File: src/rtl/discrete_pkg.sv
// Shared definitions for the discrete audio chain blocks: datapath widths,
// the splitter FSM encoding and the resistive divider gain helper.
package discrete_pkg;

    localparam int DATA_W    = 16;
    localparam int COEF_W    = 17;
    localparam int PROD_W    = DATA_W + COEF_W;
    localparam int MUL_ITERS = COEF_W;

    typedef enum logic [1:0] {
        IDLE = 2'd0,
        MUL0 = 2'd1,
        MUL1 = 2'd2,
        DONE = 2'd3
    } splitter_state_t;

    // Q16 voltage-divider gain rl / (r + rl), truncated. 65536 when r = 0,
    // hence the 17-bit result.
    function automatic logic [COEF_W-1:0] divider_gain_q16(
        input longint unsigned r,
        input longint unsigned rl
    );
        longint unsigned q;
        q = (rl << 16) / (r + rl);
        return q[COEF_W-1:0];
    endfunction

endpackage

File: src/rtl/serial_multiplier_16x17.sv
// Serial shift-add multiplier: 16-bit multiplicand times 17-bit multiplier,
// one multiplier bit per clock, LSB first. done is high during the cycle of
// the last iteration, and product already carries that final add, so the
// caller latches the result on the same edge that retires the iteration.
module serial_multiplier_16x17
    import discrete_pkg::*;
(
    input  logic              clk,
    input  logic              reset,
    input  logic              start,
    input  logic [DATA_W-1:0] multiplicand,
    input  logic [COEF_W-1:0] multiplier,
    output logic [PROD_W-1:0] product,
    output logic              done
);

    logic [PROD_W-1:0] a_sh;
    logic [COEF_W-1:0] b_sh;
    logic [PROD_W-1:0] acc;
    logic [PROD_W-1:0] partial;
    logic [PROD_W-1:0] acc_next;
    logic [4:0]        cnt;
    logic              running;

    // Partial product for the current multiplier bit and the running sum.
    always_comb begin
        partial  = b_sh[0] ? a_sh : '0;
        acc_next = acc + partial;
        done     = running && (cnt == 5'(MUL_ITERS - 1));
        product  = acc_next;
    end

    // Operand shift registers, accumulator and iteration counter.
    always_ff @(posedge clk) begin
        if (reset) begin
            a_sh    <= '0;
            b_sh    <= '0;
            acc     <= '0;
            cnt     <= '0;
            running <= 1'b0;
        end else if (start) begin
            a_sh    <= {{COEF_W{1'b0}}, multiplicand};
            b_sh    <= multiplier;
            acc     <= '0;
            cnt     <= '0;
            running <= 1'b1;
        end else if (running) begin
            acc  <= acc_next;
            a_sh <= a_sh << 1;
            b_sh <= b_sh >> 1;
            cnt  <= cnt + 5'd1;
            if (done) begin
                running <= 1'b0;
            end
        end
    end

endmodule

File: src/rtl/resistive_two_way_splitter.sv
// One audio sample feeding two resistive divider branches, each loaded to
// ground. Both branch gains are elaboration-time Q16 constants; one serial
// multiplier is time-shared: branch 0 first, then branch 1, then both
// results are published together with a one-cycle out_valid.
module resistive_two_way_splitter
    import discrete_pkg::*;
#(
    parameter int unsigned R0  = 10000,
    parameter int unsigned RL0 = 10000,
    parameter int unsigned R1  = 10000,
    parameter int unsigned RL1 = 10000
) (
    input  logic              clk,
    input  logic              reset,
    input  logic              sample_en,
    input  logic [DATA_W-1:0] in,
    output logic [DATA_W-1:0] out0,
    output logic [DATA_W-1:0] out1,
    output logic              out_valid,
    output logic              busy,
    output logic              overrun
);

    localparam logic [COEF_W-1:0] G0 = divider_gain_q16(64'(R0), 64'(RL0));
    localparam logic [COEF_W-1:0] G1 = divider_gain_q16(64'(R1), 64'(RL1));

    // Gains never exceed 1.0, so the product shifted down by 16 always fits.
    function automatic logic [DATA_W-1:0] trunc_q16(input logic [PROD_W-1:0] p);
        return DATA_W'(p >> 16);
    endfunction

    splitter_state_t   state;
    splitter_state_t   state_next;
    logic [DATA_W-1:0] operand;
    logic [DATA_W-1:0] result0;
    logic [DATA_W-1:0] result1;

    logic              mul_start;
    logic [DATA_W-1:0] mul_a;
    logic [COEF_W-1:0] mul_b;
    logic [PROD_W-1:0] mul_product;
    logic              mul_done;

    serial_multiplier_16x17 u_mul (
        .clk          (clk),
        .reset        (reset),
        .start        (mul_start),
        .multiplicand (mul_a),
        .multiplier   (mul_b),
        .product      (mul_product),
        .done         (mul_done)
    );

    // State register.
    always_ff @(posedge clk) begin
        if (reset) begin
            state <= IDLE;
        end else begin
            state <= state_next;
        end
    end

    // Next-state logic: each multiply phase ends on the multiplier's done.
    always_comb begin
        state_next = state;
        case (state)
            IDLE:    if (sample_en) state_next = MUL0;
            MUL0:    if (mul_done)  state_next = MUL1;
            MUL1:    if (mul_done)  state_next = DONE;
            DONE:    state_next = IDLE;
            default: state_next = IDLE;
        endcase
    end

    // FSM outputs: multiplier launch and operand/gain mux. The branch 0
    // multiply takes the live input so it can start on the strobe edge;
    // the branch 1 multiply restarts from the captured operand on the
    // edge that retires branch 0.
    always_comb begin
        busy      = (state != IDLE);
        mul_start = 1'b0;
        mul_a     = operand;
        mul_b     = G1;
        case (state)
            IDLE: begin
                mul_start = sample_en;
                mul_a     = in;
                mul_b     = G0;
            end
            MUL0:    mul_start = mul_done;
            default: mul_start = 1'b0;
        endcase
    end

    // Operand capture, per-branch result latches and the published outputs.
    always_ff @(posedge clk) begin
        if (reset) begin
            operand   <= '0;
            result0   <= '0;
            result1   <= '0;
            out0      <= '0;
            out1      <= '0;
            out_valid <= 1'b0;
            overrun   <= 1'b0;
        end else begin
            out_valid <= 1'b0;
            overrun   <= sample_en && (state != IDLE);
            case (state)
                IDLE: if (sample_en) operand <= in;
                MUL0: if (mul_done)  result0 <= trunc_q16(mul_product);
                MUL1: if (mul_done)  result1 <= trunc_q16(mul_product);
                DONE: begin
                    out0      <= result0;
                    out1      <= result1;
                    out_valid <= 1'b1;
                end
                default: ;
            endcase
        end
    end

endmodule

File: config.mk
export PLATFORM = sky130hd
export DESIGN_NAME = resistive_two_way_splitter
export DESIGN_NICKNAME = d
export VERILOG_FILES = /design/src/rtl/discrete_pkg.sv /design/src/rtl/serial_multiplier_16x17.sv /design/src/rtl/resistive_two_way_splitter.sv
export SDC_FILE = /design/constraint.sdc
export NUM_CORES = 1
export LEC_CHECK = 0
export ABC_AREA = 1
export BUFFER_PORTS_ARGS = -buffer_cell sky130_fd_sc_hd__clkbuf_2
export CAP_MARGIN = 20
export CORE_MARGIN = 2
export CORE_UTILIZATION = 35
export DETAILED_ROUTE_END_ITERATION = 16
export PLACE_DENSITY_LB_ADDON = 0.12
export SETUP_SLACK_MARGIN = 0.1
export SKIP_CTS_REPAIR_TIMING = 1
export SLEW_MARGIN = 25
export SYNTH_ARGS = -nofsm -noshare
export SYNTH_HDL_FRONTEND = slang
export SYNTH_SLANG_ARGS = --single-unit
File: constraint.sdc
create_clock -name clk -period 2.95 [get_ports clk]
set_clock_uncertainty 0.05 [all_clocks]
set_input_delay 0.295 -clock clk [delete_from_list [all_inputs] [get_ports clk]]
set_output_delay 0.295 -clock clk [all_outputs]
set_load 0.02 [all_outputs]
-- Yosys cells after proc, flatten, opt, wreduce, memory -nomap -nowiden
Cells that the tools add are included.
Widths: inputs -> output; s select.
- output and inout bits: 35
- flip-flop bits (word level): 172
- word-level logic and storage cells: 49
- eq/ne operators: 7
- add/sub/neg operators: 2
- reduce and logical (&&, ||, !) cells: 10
- multiplexer cells: 15
- operators with widths (kind ; number):
    $mux 16 ; 5
    $add 33x33->33 ; 1
    $mux 33 ; 1
    $pmux 2 s4 ; 1
    $mux 2 ; 3
    $ne 2x2->1 const B ; 3
    $reduce_and 2->1 ; 3
    $add 5x1->5 const B ; 1
    $eq 5x5->1 const B ; 1
    $eq 2x2->1 const B ; 2
    $mux 1 ; 4
    $reduce_bool 2->1 ; 2
    $reduce_and 3->1 ; 1
    $eq 2x1->1 const B ; 1
    $logic_and 1x1->1 ; 2
    $logic_not 2->1 ; 1
    $pmux 1 s2 ; 1
    $reduce_or 2->1 ; 1

-- Logic depth before layout (Yosys ltp)
Gate-level depths: netlist of the first run.
- word-level depth: 5
- depth in mapped cells: 17
- depth with buffers taken out: 15

-- Modules after synthesis
From an unflattened synthesis of the first run, not the netlist that was laid out.
- cell total of the unflattened synthesis: 1466
- area, all modules: 9593.0 um2
- modules (own cells, without submodules) (module ; cells an instance ; area an instance (um2) ; times used):
    serial_multiplier_16x17 ; 1050 ; 6387.4 ; 1
    resistive_two_way_splitter ; 416 ; 3205.6 ; 1

-- Least setup slack after synthesis of the first run
Ideal clock, no wire load.
- kind: reg2reg
- start point: register u_mul.b_sh[0]
- end point: register result0[4]
- arrival time: 2107 ps
- setup time: 109 ps
- setup slack: 684 ps
- cell stages (with the launch flop): 17
- path buffers: 2
- cells stage by stage: dfxtp_1 clkbuf_1 clkbuf_1 nand2_1 inv_1 ha_1 fa_1 nand3_1 nand3_1 nand3_1 nand3_1 nand3_1 nand2_1 nand2_1 nand3_1 nand2_1 inv_1
- longest elaborated chain between the ends: 2
- RTL lines (item ; line ; RTL):
    start: declaration ; serial_multiplier_16x17.sv:18 ; logic [COEF_W-1:0] b_sh;
    start signal: assignment ; serial_multiplier_16x17.sv:43 ; b_sh <= multiplier;
    start signal: assignment ; serial_multiplier_16x17.sv:50 ; b_sh <= b_sh >> 1;
    $mux 33 ; serial_multiplier_16x17.sv:27 ; partial = b_sh[0] ? a_sh : '0;
    $add 33x33->33 ; serial_multiplier_16x17.sv:28 ; acc_next = acc + partial;
    end signal: assignment ; resistive_two_way_splitter.sv:110 ; MUL0: if (mul_done) result0 <= trunc_q16(mul_product);
    end: declaration ; resistive_two_way_splitter.sv:35 ; logic [DATA_W-1:0] result0;
No other way between the ends.
A chain may end at the register's enable or synchronous reset.

-- Worst setup path after layout of the first run
Ends and elaborated chain as after synthesis.

==> flow_summary.json, run 1 <==
{
  "die_area_um2": 27720,
  "worstSetupEndpointType": "register",
  "fin_crit_sh_pct": 87.19,
  "r2r_setup_slack_ps": 380,
  "vdd_ir_drop_max_v": 0.0005065,
  "fillers": 2887,
  "r2r-start": "u_mul.b_sh[0]$_SDFFE_PP0P_",
  "netlist_area_um2": 9241,
  "clock_latency_ps": 440,
  "multi_input_area_um2": 4698,
  "reg2reg_to": "result0[4]$_SDFFE_PP0P_",
  "drt.antenna.violating_nets": 0,
  "p_leak_nw": 5.517,
  "hold_path_class": "in2reg",
  "maxSlewHeadroom_pct": 40.96,
  "cts_sinks": 170,
  "synth_top_cell_by_area": "dfxtp_1",
  "yosysWarnings": 0,
  "grt_antenna_before_repair": 0,
  "cts-root-buf": "clkbuf_16",
  "first_pass_iters": 5,
  "synth_edf_count": 0,
  "start_util_pct": 35.56,
  "p_per_area_nw_per_um2": 652.0,
  "numCtsBuffers": 17,
  "setup_viol": 0,
  "hold_viol_final": 0,
  "seq_area_um2": 3407,
  "path_class": "reg2reg",
  "cts_tree": "built",
  "cp_max_fo": 13,
  "clkSlewWorstSetupHoldPaths_ps": 80,
  "grtUsageTotal_pct": 18.32,
  "route.detailed.drc": 0,
  "finalCriticalPeriod_ps": 2572,
  "place_congestion": 0.9279,
  "diodes": 0,
  "r2r_cells": 14,
  "detail_route.wl_per_cell_um": 13.50,
  "nets": 1556,
  "drt-total-wl_um": 24930,
  "max_freq_mhz": 388.8,
  "vias_per_cell": 4.644,
  "grt_pass1_wl_um": 41520,
  "synth_area_per_cell_um2": 6.270,
  "layout-drive-gt1-share_pct": 7.672,
  "portBuffers": 53,
  "cp_data_arrival_time_ps": 2860,
  "status": "complete, no violations",
  "post_synth_num_cell_types": 35,
  "syn-num-nets": 1531,
  "worst_pin_slew_ps": 880.2,
  "min_from": "in[7]",
  "overflow": 0,
  "synth.area.top_cells": "dfxtp_1 (37%), nand2_1 (18%), nor2_1 (9.7%)",
  "synth_flop_cell": "dfxtp_1",
  "drv_cap": 0,
  "grt_max_degree": 61,
  "num_rows": 59,
  "first_iter_violations": 567,
  "ioPinCount": 54,
  "synth_seq_cells": 170,
  "core_um2": 25980,
  "rsz0062_at_grt": "false",
  "setup_tns_ps": 0,
  "startpoint_type": "register",
  "finalInstanceArea_um2": 10360,
  "netlist.area_leader.share_pct": 36.83,
  "place_hpwl_um": 18140,
  "die_h_um": 166.5,
  "cp.required_ps": 3240,
  "whs_endpoint": "operand[7]$_SDFFE_PP0P_",
  "die_x_um": 166.5,
  "yosysMostFrequentCell": "nand2_1",
  "syn_inst": 1474,
  "slew_viol_final": 0,
  "cts.htree.levels": 4,
  "placed_cell_area_um2": 9779,
  "clockBufferDepth": 2,
  "grt_pass1_vias": 8241,
  "hold_depth": 3,
  "synthTopCellsByCount": "nand2_1 (437), nor2_1 (238), inv_1 (224)",
  "area_growth_pct": 12.14,
  "seq_area_frac_synth_pct": 36.83,
  "via_count": 8577,
  "synthArstFlopShare_pct": 0
}
worst max-delay path by stage:
stage	from	end	slack, ps
2_1_floorplan	u_mul.b_sh[0]$_SDFFE_PP0P_	result0[4]$_SDFFE_PP0P_	680
3_3_place_gp	u_mul.b_sh[0]$_SDFFE_PP0P_	result0[0]$_SDFFE_PP0P_	360
3_5_place_dp	u_mul.b_sh[0]$_SDFFE_PP0P_	result0[0]$_SDFFE_PP0P_	370
4_1_cts	u_mul.b_sh[0]$_SDFFE_PP0P_	result0[0]$_SDFFE_PP0P_	350
5_1_grt	u_mul.b_sh[0]$_SDFFE_PP0P_	result1[13]$_SDFFE_PP0P_	140
6_report	u_mul.b_sh[0]$_SDFFE_PP0P_	result0[4]$_SDFFE_PP0P_	380
placed cells by master (no fill, tap or decap), types with 10 or more instances in the layout:
cell | Yosys | routed
a31oi_1 | 15 | 15
buf_4 | 3 | 10
nor2_1 | 238 | 238
dfxtp_1 | 170 | 169
o21ai_0 | 67 | 67
ha_1 | 37 | 37
clkbuf_16 | 0 | 17
a21oi_1 | 75 | 75
nand3_1 | 95 | 95
nand2_1 | 437 | 437
xor2_1 | 13 | 13
inv_1 | 224 | 223
clkbuf_2 | 0 | 53
through the flow:
stage                     std cells  setup slack [ps]  utilization, %  hold WS [ps]  power (mW)
after floorplan                1474             684.3               -         367.7       4.087
after detailed placement       1815             366.0           37.63         392.6       4.539
after CTS                      1847             353.5           39.88         25.85       6.839
final                          1847             377.9           39.88         34.51       6.757
after global routing           1847             141.9           39.88         52.40       7.175
after global placement         1815             355.7           37.63         385.3       4.534
flip-flops by register name (all words and copies together) (netlist names), 5 cells and up:
name / flops
u_mul.a_sh: 32
u_mul.acc: 32
operand: 16
out0: 16
out1: 16
result0: 16
result1: 16
u_mul.b_sh: 16
u_mul.cnt: 5
cell families after synthesis:
family	share of synthesized area, %
adders and majority gates	5.226
xor gates and xnor gates	1.516
DFF	36.83
buffers and inverters	12.33
AOI/OAI and AO/OA	9.721
and+or+nand+nor	34.38
critical path, cell delays in order, from the launching register on:
cell and delay (ps):
dfxtp_1 440, nand2_1 140, inv_1 50, ha_1 230
fa_1 460, nand3_1 110, nand3_1 120, nand3_1 100
nand3_1 170, nand3_1 210, nand2_1 80, nand2_1 100
nand3_1 90, nand2_1 80, inv_1 30
routing by layer:
layer  part of all wire, %  track usage (%)  vias up
li1                      -                -     4555
met1                    51            25.61     3865
met2                    44            29.41      134
met3                   3.8            3.042       23
met4                   1.2            4.723        0
met5                     0                0        -
power breakdown:
group          switching, mW  internal [mW]  total [mW]
Clock                   1.08           1.20        2.29
Combinational           1.14          0.524        1.66
Sequential             0.200           2.61        2.81
area by class of cell:
type | count | area share [%]
clock inverters | 14 | 1.497
well taps | 335 | 4.044
clock buffers | 18 | 4.141
inverters | 227 | 8.246
multi-input cells | 1017 | 45.33
repair buffers | 66 | 3.863
flip-flops and latches | 170 | 32.87
Power figures use the tool's default switching activity.
==> run 2, diff against run 1 <==
--- a/config.mk
+++ b/config.mk
@@ -5,7 +5,6 @@
 export SDC_FILE = /design/constraint.sdc
 export NUM_CORES = 1
 export LEC_CHECK = 0
-export ABC_AREA = 1
 export BUFFER_PORTS_ARGS = -buffer_cell sky130_fd_sc_hd__clkbuf_2
 export CAP_MARGIN = 20
 export CORE_MARGIN = 2
==> constraint.sdc (replaced) <==
create_clock -name clk -period 2.3 [get_ports clk]
set_clock_uncertainty 0.05 [all_clocks]
set_input_delay 0.23 -clock clk [delete_from_list [all_inputs] [get_ports clk]]
set_output_delay 0.23 -clock clk [all_outputs]
set_load 0.02 [all_outputs]
==> flow_summary.json, run 2 <==
{
  "num_rows": 56,
  "cts_tree": "built",
  "cp.required_ps": 2620,
  "vias_per_cell": 4.950,
  "use_met2_pct": 30.18,
  "setup_viol": 55,
  "worst_slack_ps": -634.8,
  "vdd_ir_drop_max_v": 0.0005754,
  "p_leak_nw": 4.557,
  "synth_flop_cell": "dfxtp_1",
  "grt_pass1_wl_um": 36140,
  "setup_tns_ps": -24970,
  "grtUsageTotal_pct": 17.37,
  "ioPinCount": 54,
  "first_pass_iters": 5,
  "hold_viol_final": 3,
  "top_usage_layer": "met2",
  "clockBufferDepth": 2,
  "synth_xor_area_share_pct": 2.686,
  "final_cells": 1490,
  "reg2reg_to": "result1[7]$_SDFFE_PP0P_",
  "core_um2": 23610,
  "final_cell_mix": "dfxtp_1 (168), buf_4 (160), nor2_1 (114)",
  "drt-total-wl_um": 22580,
  "largestRegisters": "u_mul.a_sh (32), u_mul.acc (32)",
  "slew_viol_final": 0,
  "place_congestion": 0.8906,
  "startpoint_type": "register",
  "whs_endpoint": "operand[7]$_SDFFE_PP0P_",
  "start_util_pct": 35.90,
  "die_x_um": 159.6,
  "first_iter_violations": 336,
  "synthArstFlopShare_pct": 0,
  "synth-compound-area-share_pct": 15.84,
  "grt_pass1_vias": 7039,
  "grt_use_met3_pct": 3.195,
  "hold_slack_ps": -29.65,
  "synth_area_per_cell_um2": 8.712,
  "finalCriticalPeriod_ps": 2935,
  "synth_top_cell_by_area": "dfxtp_1",
  "clkSlewWorstSetupHoldPaths_ps": 70,
  "cts.htree.levels": 4,
  "layout-drive-gt1-share_pct": 28.78,
  "cp_max_fo": 10,
  "finalInstanceArea_um2": 11450,
  "synth_seq_cells": 170,
  "max_freq_mhz": 340.7,
  "worst_pin_slew_ps": 609.0,
  "via_count": 7375,
  "status": "finished with violations",
  "yosysWarnings": 0,
  "synth_adder_area_share_pct": 5.697,
  "place_hpwl_um": 15520,
  "final_util_pct": 48.48,
  "synth_mux_area_share_pct": 11.93,
  "yosysMostFrequentCell": "dfxtp_1",
  "route.detailed.drc": 0,
  "cts_sinks": 170,
  "path_class": "reg2reg",
  "netlist.area_leader.share_pct": 40.15,
  "synthTopCellsByCount": "dfxtp_1 (170), nor2_1 (119), mux2i_1 (101)",
  "synth_edf_count": 0,
  "grt_antenna_before_repair": 0,
  "diodes": 0,
  "yosys.area_share.simple_pct": 19.84,
  "min_from": "in[7]",
  "p_per_area_nw_per_um2": 691.6,
  "rsz0062_at_grt": "true",
  "worstSetupEndpointType": "register",
  "hold_depth": 3,
  "post-place-cells": 1431,
  "seq_area_frac_synth_pct": 40.15,
  "nets": 1215,
  "final_common_cell": "dfxtp_1",
  "netlist_area_um2": 8477,
  "die_area_um2": 25480,
  "drv_cap": 0,
  "hold_path_class": "in2reg",
  "synth.area.top_cells": "dfxtp_1 (40%), mux2i_1 (12%), ha_1 (5.5%)",
  "violations": "hold timing, setup timing",
  "startpoint": "u_mul.b_sh[0]$_SDFFE_PP0P_",
  "detail_route.wl_per_cell_um": 15.15,
  "r2r_cells": 13,
  "fillers": 2297,
  "placed_cell_area_um2": 10200,
  "portBuffers": 53,
  "syn_inst": 973,
  "syn-num-nets": 1030,
  "cts-root-buf": "clkbuf_16",
  "grt_max_degree": 117,
  "fin_crit_sh_pct": 127.6,
  "cp_data_arrival_time_ps": 3250,
  "r2r-start": "u_mul.b_sh[0]$_SDFFE_PP0P_",
  "overflow": 0,
  "numCtsBuffers": 17,
  "r2r_setup_slack_ps": -630,
  "use_met1_pct": 21.69,
  "area_growth_pct": 35.06,
  "drt.antenna.violating_nets": 0,
  "clock_latency_ps": 440,
  "maxSlewHeadroom_pct": 59.35,
  "die_h_um": 159.6,
  "post_synth_num_cell_types": 60,
  "synth_top_family_by_area": "simple AND/OR/NAND/NOR gates"
}
==> run 2: metrics by stage <==
| stage | setup slack [ps] | total power [mW] | hold slack [ps] |
|---|---|---|---|
| 4_1_cts | -685.0 | 7.970 | -42.82 |
| 6_report | -634.8 | 7.918 | -29.65 |
| 5_1_grt | -814.8 | 8.314 | 1.520 |
| 3_5_place_dp | -673.9 | 5.115 | 392.2 |
| 2_1_floorplan | -387.0 | 4.454 | 316.0 |
| 3_3_place_gp | -632.7 | 5.109 | 387.4 |
==> run 2: worst max-delay path, stage by stage (launching register included) <==
cell      delay [ps]
dfxtp_4          380
buf_8            150
and2_1           170
ha_4             290
nand2_1          100
nor3_1           210
o21ai_1          110
buf_4            150
a31oi_4          250
o211ai_1         180
nor2b_1          160
buf_4            150
or3_1            340
a31oi_1          160
==> run 2: worst max-delay path by stage <==
stage,to,cells after the start
after floorplan,result0[15]$_SDFFE_PP0P_,11
after global placement,result1[11]$_SDFFE_PP0P_,11
after detailed placement,result0[11]$_SDFFE_PP0P_,11
after CTS,result1[11]$_SDFFE_PP0P_,11
after global routing,result1[7]$_SDFFE_PP0P_,13
final,result1[7]$_SDFFE_PP0P_,13
==> run 2: where the power goes <==
| group | total [mW] | internal [mW] | switching [mW] |
|---|---|---|---|
| sequential | 3.26 | 3.14 | 0.115 |
| clock | 2.83 | 1.45 | 1.38 |
| combinational | 1.83 | 0.759 | 1.07 |
| total | 7.92 | 5.35 | 2.57 |
==> run 2: cell families (layout without fill, tap and decap cells) <==
group / after synthesis / after routing
simple gates: 355 / 356
mux: 101 / 101
compound gates: 197 / 197
fa+ha+maj: 38 / 38
xor+xnor: 26 / 26
flops: 170 / 170
buf+inv: 86 / 283
==> run 2: area by class of cell <==
cell class | count | area, um2 | area share [%]
flip-flops and latches | 170 | 3411 | 29.79
well taps | 319 | 399.1 | 3.486
inverters | 16 | 60.06 | 0.5246
multi-input cells | 718 | 5251 | 45.87
clock buffers | 17 | 425.4 | 3.716
repair buffers | 235 | 1743 | 15.22
clock inverters | 15 | 158.9 | 1.388
==> run 2: layer usage <==
metal  routed length [um]  vias up
li1                     -     3797
met1                10260     3438
met2                11170      112
met3                  692       28
met4                  444        0
met5                    0        -
==> run 3, diff against run 2 <==
==> constraint.sdc (replaced) <==
create_clock -name clk -period 3.5 [get_ports clk]
set_clock_uncertainty 0.05 [all_clocks]
set_input_delay 0.35 -clock clk [delete_from_list [all_inputs] [get_ports clk]]
set_output_delay 0.35 -clock clk [all_outputs]
set_load 0.02 [all_outputs]
==> flow_summary.json, run 3 (same netlist as run 2, synthesis figures left out) <==
{
  "vias_per_cell": 5.035,
  "cp_top_family": "compound AO/OA/AOI/OAI gates",
  "via_count": 6682,
  "cts_tree": "built",
  "setup_tns_ps": 0,
  "crit_slowest_cell": "fa_1",
  "clkSlewWorstSetupHoldPaths_ps": 70,
  "startpoint_type": "register",
  "critPathMaxStageDelay_ps": 410,
  "first_iter_violations": 363,
  "p_per_area_nw_per_um2": 520.5,
  "p_leak_nw": 3.673,
  "nets": 1052,
  "hold_path_class": "in2reg",
  "numCtsBuffers": 17,
  "final_cell_mix": "dfxtp_1 (169), nor2_1 (118), mux2i_1 (101)",
  "die_x_um": 159.6,
  "drv_cap": 0,
  "detail_route.wl_per_cell_um": 15.30,
  "drt.antenna.violating_nets": 0,
  "num_rows": 56,
  "cts-root-buf": "clkbuf_16",
  "status": "complete, no violations",
  "core_um2": 23610,
  "worstSetupEndpointType": "register",
  "setup_viol": 0,
  "largestRegisters": "u_mul.a_sh (32), u_mul.acc (32)",
  "maxSlewHeadroom_pct": 31.02,
  "fin_crit_sh_pct": 91.31,
  "place_hpwl_um": 14180,
  "max_freq_mhz": 312.9,
  "cp.required_ps": 3770,
  "place_congestion": 0.8311,
  "ioPinCount": 54,
  "die_h_um": 159.6,
  "finalCriticalPeriod_ps": 3196,
  "placed_cell_area_um2": 9019,
  "route.detailed.drc": 0,
  "portBuffers": 53,
  "rsz0062_at_grt": "true",
  "diodes": 0,
  "path_class": "reg2reg",
  "clock_latency_ps": 430,
  "cp_data_arrival_time_ps": 3460,
  "grt_pass1_vias": 6400,
  "cts_sinks": 170,
  "path_cells": "and2_1 > ha_1 > fa_1 > a21oi_1 > o21ai_0 > a311oi_4 > buf_4 > buf_4 > o21bai_1 > a21oi_1 > nor2_1 > mux2i_1 > a311o_1",
  "vdd_ir_drop_max_v": 0.0002775,
  "die_area_um2": 25480,
  "final_common_cell": "dfxtp_1",
  "grt_antenna_before_repair": 0,
  "clockBufferDepth": 2,
  "cts.htree.levels": 4,
  "area_growth_pct": 14.01,
  "finalInstanceArea_um2": 9664,
  "drt-total-wl_um": 20300,
  "overflow": 0,
  "slew_viol_final": 0,
  "grtUsageTotal_pct": 16.20,
  "start_util_pct": 35.90,
  "worst_pin_slew_ps": 1035,
  "cp_max_fo": 8,
  "fillers": 2441,
  "first_pass_iters": 4,
  "grt_max_degree": 67,
  "layout-drive-gt1-share_pct": 12.10,
  "grt_pass1_wl_um": 33630,
  "hold_viol_final": 0,
  "path_buf_inv": 2
}
[run 3: cell types whose count changed in the layout (fill, tap and decap cells not counted), sizes merged]
cell and change:
buf -149, bufinv +1, clkbuf +1, clkinv -3, clkinvlp +1, dlygate4sd3 -13, nor2 -1
[run 3: path summary, 6_finish.rpt]
check | cells past startpoint | to | slack, ps | startpoint
min | 3 | operand[5]$_SDFFE_PP0P_ | 100 | in[5]
min reg2reg | 2 | operand[4]$_SDFFE_PP0P_ | 400 | operand[4]$_SDFFE_PP0P_
max | 13 | u_mul.acc[14]$_SDFFE_PP0P_ | 300 | u_mul.b_sh[0]$_SDFFE_PP0P_
max reg2reg | 13 | u_mul.acc[14]$_SDFFE_PP0P_ | 300 | u_mul.b_sh[0]$_SDFFE_PP0P_
[run 3: final cells by class]
type	count	area, um2	share of cell area (%)
flip-flops and latches	170	3407	35.25
repair buffers	73	430.4	4.454
clock inverters	14	157.7	1.631
inverters	16	60.06	0.6214
clock buffers	18	429.2	4.441
well taps	319	399.1	4.130
multi-input cells	717	4781	49.47
[run 3: worst reg2reg max path: cells and delay by family (launching register included)]
kind | cells | cell delay, ps
AO/OA/AOI/OAI | 6 | 1420
adder cells (fa/ha/maj) | 2 | 610
multiplexers | 1 | 130
AND/OR/NAND/NOR | 2 | 240
buffers and inverters | 2 | 270
flip-flops | 1 | 360
[run 3: stage by stage]
step	setup WS (ps)	std cells	power, mW	util (%)	hold WS (ps)
6_report	304.2	1327	5.030	40.93	95.10
5_1_grt	80.78	1327	5.290	40.93	90.65
4_1_cts	184.9	1323	5.102	40.68	76.61
3_5_place_dp	202.8	1291	3.198	38.19	393.2
3_3_place_gp	305.5	1291	3.201	38.19	387.9
2_1_floorplan	623.2	973	2.917	-	381.8
[run 3: power by group]
group          switching, mW  internal [mW]  total [mW]
Clock                  0.884           1.01        1.90
Sequential             0.126           2.07        2.19
Combinational          0.592          0.350       0.943
[run 3: metal layers]
layer	track usage [%]	vias to the layer above	share of wire (%)
met5	0	-	0
met4	5.248	0	1.6
met3	2.649	22	2.4
met2	28.16	75	49
met1	20.46	3108	47
li1	-	3477	-
